===== config.mk =====
export PLATFORM = sky130hd
export DESIGN_NAME = seg7_scan_ctrl_flat
export DESIGN_NICKNAME = d
export VERILOG_FILES = /design/src/rtl/seg7_scan_ctrl_pkg.sv /design/src/rtl/seg7_scan_ctrl_if.sv /design/src/rtl/seg7_decode.sv /design/src/rtl/seg7_scan_ctrl.sv /design/src/flat_wrapper.sv
export SDC_FILE = /design/constraint.sdc
export NUM_CORES = 1
export LEC_CHECK = 0
export BUFFER_PORTS_ARGS = -buffer_cell sky130_fd_sc_hd__clkbuf_2
export CORE_AREA = 2 2 92 94
export DETAILED_ROUTE_END_ITERATION = 8
export DIE_AREA = 0 0 94 96
export PLACE_DENSITY = 0.86
export SETUP_SLACK_MARGIN = 0.02
export SYNTH_ARGS = -nofsm -noshare
export SYNTH_HDL_FRONTEND = slang
export SYNTH_SLANG_ARGS = --single-unit

===== constraint.sdc =====
create_clock -name clk -period 8.8 [get_ports clk]
set_input_delay 1.76 -clock clk [delete_from_list [all_inputs] [get_ports clk]]
set_output_delay 1.76 -clock clk [all_outputs]
set_load 0.01 [all_outputs]

===== src/rtl/seg7_scan_ctrl_pkg.sv =====
// Shared definitions for the multiplexed 7-segment scan controller:
// register selects, segment lookup table and the byte-lane merge helper.
package seg7_scan_ctrl_pkg;

    localparam int BUS_ADDR_W = 12;
    localparam int BUS_DATA_W = 32;

    typedef enum logic [1:0] {
        REG_DATA   = 2'd0,
        REG_CTRL   = 2'd1,
        REG_DPMASK = 2'd2,
        REG_RSVD   = 2'd3
    } reg_sel_e;

    localparam int CTRL_LZB_BIT = 16;

    localparam logic [7:0] SEG_OFF = 8'hFF;

    // Active-low {DP,G,F,E,D,C,B,A}; entry 0 sits in the lowest byte, DP bit kept off.
    localparam logic [15:0][7:0] SEG_LUT = {
        8'h8E, 8'h86, 8'hA1, 8'hC6, 8'h83, 8'h88, 8'h90, 8'h80,
        8'hF8, 8'h82, 8'h92, 8'h99, 8'hB0, 8'hA4, 8'hF9, 8'hC0
    };

    function automatic logic [BUS_DATA_W-1:0] byte_merge(
        input logic [BUS_DATA_W-1:0] old_val,
        input logic [BUS_DATA_W-1:0] new_val,
        input logic [3:0]            be
    );
        logic [BUS_DATA_W-1:0] r;
        r = old_val;
        for (int k = 0; k < 4; k++) begin
            if (be[k]) r[8*k +: 8] = new_val[8*k +: 8];
        end
        return r;
    endfunction

endpackage


===== src/rtl/seg7_scan_ctrl_if.sv =====
// Register bus between the bridge's 7-seg channel and the scan controller.
interface seg7_scan_ctrl_if;
    import seg7_scan_ctrl_pkg::*;

    logic [BUS_ADDR_W-1:0] addr;
    logic [3:0]            we;
    logic [BUS_DATA_W-1:0] wdata;
    logic [BUS_DATA_W-1:0] rdata;

    modport master (output addr, output we, output wdata, input rdata);
    modport slave  (input addr, input we, input wdata, output rdata);

endinterface


===== src/rtl/seg7_decode.sv =====
// Hex nibble to active-low 7-segment pattern (decimal point handled by the caller).
module seg7_decode
    import seg7_scan_ctrl_pkg::*;
(
    input  logic [3:0] hex,
    output logic [6:0] seg
);

    assign seg = SEG_LUT[hex][6:0];

endmodule


===== src/rtl/seg7_scan_ctrl.sv =====
// Bus-mapped multiplexed 7-segment controller: DATA/CTRL/DPMASK registers,
// per-slot blank window, digit mask, decimal points and leading-zero blanking.
module seg7_scan_ctrl
    import seg7_scan_ctrl_pkg::*;
#(
    parameter int NUM_DIGITS   = 8,
    parameter int SCAN_DIV     = 25000,
    parameter int BLANK_CYCLES = 500
)
(
    input  logic                  clk,
    input  logic                  rst,
    seg7_scan_ctrl_if.slave       bus,
    output logic [NUM_DIGITS-1:0] led_en,
    output logic [7:0]            led
);

    localparam int PRE_W = $clog2(SCAN_DIV);
    localparam int IDX_W = (NUM_DIGITS > 1) ? $clog2(NUM_DIGITS) : 1;

    localparam logic [31:0] DIGIT_MASK = (32'h1 << NUM_DIGITS) - 32'h1;
    localparam logic [31:0] DATA_MASK  = (NUM_DIGITS == 8) ? 32'hFFFF_FFFF
                                                           : ((32'h1 << (4 * NUM_DIGITS)) - 32'h1);
    localparam logic [31:0] CTRL_MASK  = DIGIT_MASK | (32'h1 << CTRL_LZB_BIT);

    localparam logic [PRE_W-1:0] PRE_LAST  = PRE_W'(SCAN_DIV - 1);
    localparam logic [PRE_W-1:0] BLANK_END = PRE_W'(BLANK_CYCLES);
    localparam logic [IDX_W-1:0] IDX_LAST  = IDX_W'(NUM_DIGITS - 1);

    logic [31:0]      data_reg;
    logic [31:0]      ctrl_reg;
    logic [31:0]      dp_reg;
    logic [PRE_W-1:0] presc;
    logic [IDX_W-1:0] idx;
    reg_sel_e         sel;
    logic             unused_addr_bits;

    assign sel              = reg_sel_e'(bus.addr[3:2]);
    assign unused_addr_bits = ^{bus.addr[11:4], bus.addr[1:0]};

    // Unimplemented bits are masked off on write so they always read back as zero.
    always_ff @(posedge clk or posedge rst) begin
        if (rst) begin
            data_reg <= '0;
            ctrl_reg <= DIGIT_MASK;
            dp_reg   <= '0;
        end else if (|bus.we) begin
            case (sel)
                REG_DATA:   data_reg <= byte_merge(data_reg, bus.wdata, bus.we) & DATA_MASK;
                REG_CTRL:   ctrl_reg <= byte_merge(ctrl_reg, bus.wdata, bus.we) & CTRL_MASK;
                REG_DPMASK: dp_reg   <= byte_merge(dp_reg, bus.wdata, bus.we) & DIGIT_MASK;
                default:    ;
            endcase
        end
    end

    always_comb begin
        bus.rdata = '0;
        case (sel)
            REG_DATA:   bus.rdata = data_reg;
            REG_CTRL:   bus.rdata = ctrl_reg;
            REG_DPMASK: bus.rdata = dp_reg;
            default:    bus.rdata = '0;
        endcase
    end

    always_ff @(posedge clk or posedge rst) begin
        if (rst) begin
            presc <= '0;
            idx   <= '0;
        end else if (presc == PRE_LAST) begin
            presc <= '0;
            idx   <= (idx == IDX_LAST) ? '0 : idx + 1'b1;
        end else begin
            presc <= presc + 1'b1;
        end
    end

    logic [31:0]           tail;
    logic [6:0]            seg_bits;
    logic                  digit_off;
    logic [NUM_DIGITS-1:0] digit_sel;

    // tail holds the current nibble and every more-significant one; all-zero means a leading zero.
    assign tail      = data_reg >> {idx, 2'b00};
    assign digit_sel = ~(NUM_DIGITS'(1) << idx);
    assign digit_off = (presc < BLANK_END)
                    || !ctrl_reg[idx]
                    || (ctrl_reg[CTRL_LZB_BIT] && (idx != '0) && (tail == 32'd0));

    seg7_decode u_decode (
        .hex (tail[3:0]),
        .seg (seg_bits)
    );

    always_ff @(posedge clk or posedge rst) begin
        if (rst) begin
            led_en <= '1;
            led    <= SEG_OFF;
        end else if (digit_off) begin
            led_en <= '1;
            led    <= SEG_OFF;
        end else begin
            led_en <= digit_sel;
            led    <= {~dp_reg[idx], seg_bits};
        end
    end

endmodule


===== src/flat_wrapper.sv =====
// flat-port wrapper written by rule: the top's interface ports become plain ports
module seg7_scan_ctrl_flat import seg7_scan_ctrl_pkg::*;
#(
    parameter int NUM_DIGITS   = 8,
    parameter int SCAN_DIV     = 25000,
    parameter int BLANK_CYCLES = 500
)
  (clk, rst, led_en, led, bus_addr, bus_we, bus_wdata, bus_rdata);
  seg7_scan_ctrl_if bus_i ();
  input  logic clk;
  input  logic rst;
  output logic [NUM_DIGITS-1:0] led_en;
  output logic [7:0] led;
  input wire logic [$bits(bus_i.addr)-1:0] bus_addr;
  input wire logic [$bits(bus_i.we)-1:0] bus_we;
  input wire logic [$bits(bus_i.wdata)-1:0] bus_wdata;
  output wire logic [$bits(bus_i.rdata)-1:0] bus_rdata;
  assign bus_i.addr = bus_addr;
  assign bus_i.we = bus_we;
  assign bus_i.wdata = bus_wdata;
  assign bus_rdata = bus_i.rdata;
  seg7_scan_ctrl #(.NUM_DIGITS(NUM_DIGITS), .SCAN_DIV(SCAN_DIV), .BLANK_CYCLES(BLANK_CYCLES)) u_core (.clk(clk), .rst(rst), .bus(bus_i), .led_en(led_en), .led(led));
endmodule

==> summary.txt <==
Synth
  – Syn_area_per_cell: 11.3 um^2
  – Post-synthesis sequential area ratio: 0.459
  – Synth cell types: 49
  – Main synth FF type: dfrtp_1
  – Net Count, Synth: 469
  – FF+latch count, synth: 83
  – Post-synth top cells: 59 x dfrtp_1, 50 x mux2_2, 38 x nand2_1, 34 x nor2_1, 26 x and2_1
  – Synth area leader: dfrtp_1
  – Largest cells by area after synthesis: dfrtp_1 32%, dfstp_2 14%, mux2_2 12%
  – Mapped Area: 0.00459 mm^2
  – Most common cell in the netlist: dfrtp_1
  – Synth top area share: 0.322
  – Fraction of registers with async set/reset: 1.00
  – Cells after Synth: 406
  – Post-synth EDFFs: 0
  – Ys Warns: 0

Clocking
  – Postcts setup bufs: 0
  – CTS tree: yes
  – Post-cts sizing count: 0
  – Clock Tree Root: clkbuf_8
  – Worst-path clk slew: 0.08 ns
  – TritonCTS buffer count: 9
  – Maximum clock path buffer count: 2
  – Cts hold-fix bufs: 0
  – H-tree levels: 3
  – Worst-Skew Late Latency: 0.36 ns
  – CTS Sinks: 83

Floorplanning
  – Die Span Y: 96 um
  – Num rows: 33
  – Top-Level Pins: 98
  – Core area: 0.00805 mm^2
  – Initial core utilization: 0.570
  – Die ar.: 0.00902 mm^2
  – Die Wd: 94 um

Route
  – Post-route ant nets: 0
  – Final wirelength: 10300 um
  – Drt initial violations: 257
  – Top Layer Used: met4
  – Met1 wire length: 4380 um
  – Met2 WL: 5010 um
  – DR vias/cell: 5.82
  – DR WL/cell: 17.2 um
  – Pre-antenna DRT Iters: 5
  – Vias: 3491
  – WL met3: 661 um
  – DR DRC count: 0

Layout
  – Layout cells sized above 1: 0.412
  – Antenna cells: 0
  – P&R area growth vs syn: 14.9%
  – Largest register FFs: 32
  – Final nets: 553

Run
  – Max-cap violations: 0

Placement
  – Dpl hpwl: 7590 um
  – IO Port Bufs: 87
  – GPL Wtd Cong: 0.940
  – Post-Place Setup Slack: 3.58 ns

Global routing
  – Gr ovfl total: 0
  – Antenna violations before repair: 0
  – Total track usage: 0.248
  – Vias in the first global route: 3451
  – Global-route wire length before repair: 17100 um
  – Largest net degree at the start of global routing: 84

STA
  – Final setup margin: 3.89 ns
  – RSZ-0062 raised after global routing: no
  – Slew at the pin closest to its max-slew limit: 0.990 ns
  – Final period utilization: 0.557
  – Max Clk Rate: 204 MHz
  – Final Setup Violations: 0
  – Final Skew: 0.0123 ns
  – Slew Limit Fails: 0
  – Rel. slew slack: 0.340
  – Final Hold Fails: 0
  – Min Clock Period, post-route: 4.91 ns
  – Setup Total Neg Slack: 0 ns

Outcome
  – Outcome: completed

Critical path
  – Worst Setup Start Kind: input pin
  – CP endpoint kind: output pin
  – R2R Setup Slk: 5.69 ns
  – Worst EP arrival: 3.15 ns
  – Max Fanout on Critical Path: 13
  – WS Path Type: in2out
  – CP required: 7.04 ns

Worst hold path
  – Class of the worst hold path: reg2reg

Power
  – Worst vdd ir: 0.000112 V
  – PD cells: 174 mW/mm^2
  – Leak: 2.34 nW
## cells by family after synthesis
family / share of synthesized area
xor+xnor: 0.0248
simple gates: 0.161
flops: 0.459
fa+ha+maj: 0.0355
buf+inv: 0.0235
mux: 0.232
compound gates: 0.0636
## final timing paths
path / start / to / cells after the start
max: bus_addr[2] / bus_rdata[4] / 5
min: u_core.presc[0] / u_core.presc[0] / 1
max reg2reg: u_core.idx[1] / u_core.led[1] / 9
min reg2reg: u_core.presc[0] / u_core.presc[0] / 1
max in group asynchronous: rst / u_core.data_reg[22] / 3
min in group asynchronous: rst / u_core.presc[9] / 3
## report_power, final
| group | switching, W | leakage, nW | internal, W |
|---|---|---|---|
| Clock | 0.000136 | 0.0791 | 0.000101 |
| Combinational | 0.0000929 | 1.28 | 0.0000990 |
| Sequential | 0.0000567 | 0.975 | 0.000429 |
| Total | 0.000285 | 2.34 | 0.000630 |
## critical path, stage by stage
cell      delay, ns
clkbuf_2       0.28
nor2b_1        0.62
nand2_1        0.13
o21ai_0        0.15
clkbuf_2       0.19
## routing by layer
layer | vias to the layer above | track usage
li1 | 1619 | -
met3 | 32 | 0.0376
met1 | 1683 | 0.335
met2 | 157 | 0.401
met5 | - | 0
met4 | 0 | 0.112
## cell usage in the layout (no fill, tap or decap), types with 3 or more instances in the layout
master / count
dfstp_2: 24
clkbuf_2: 87
mux2i_1: 15
xor2_1: 10
mux4_2: 15
ha_1: 13
nand2_1: 38
dfrtp_1: 59
o21ai_0: 16
clkinv_2: 4
mux2_2: 50
inv_1: 5
and2_1: 26
buf_4: 4
nor4_1: 7
clkbuf_8: 9
nor2b_1: 3
nor3_1: 12
xnor2_1: 3
nand2b_1: 4
nor2_1: 33
nand3_1: 15
a311oi_1: 3
a21oi_1: 4
## through the flow
step	total power [W]	util	instance area, um^2	hold slack (ns)	cells
3_3_place_gp	0.000671	0.634	5110	0.469	584
6_report	0.000915	0.655	5270	0.481	600
5_1_grt	0.000957	0.655	5270	0.507	600
3_5_place_dp	0.000681	0.634	5110	0.481	584
4_1_cts	0.000917	0.654	5270	0.488	600
2_1_floorplan	0.000608	-	4590	0.448	406
## final cells by class
cell class | count | area [um^2]
multi-input cells | 297 | 2370
clock inverters | 5 | 30.0
well taps | 105 | 131
repair buffers | 91 | 465
fillers | 640 | 2780
flip-flops and latches | 83 | 2110
inverters | 8 | 31.3
clock buffers | 11 | 131
Power figures use the tool's default switching activity.
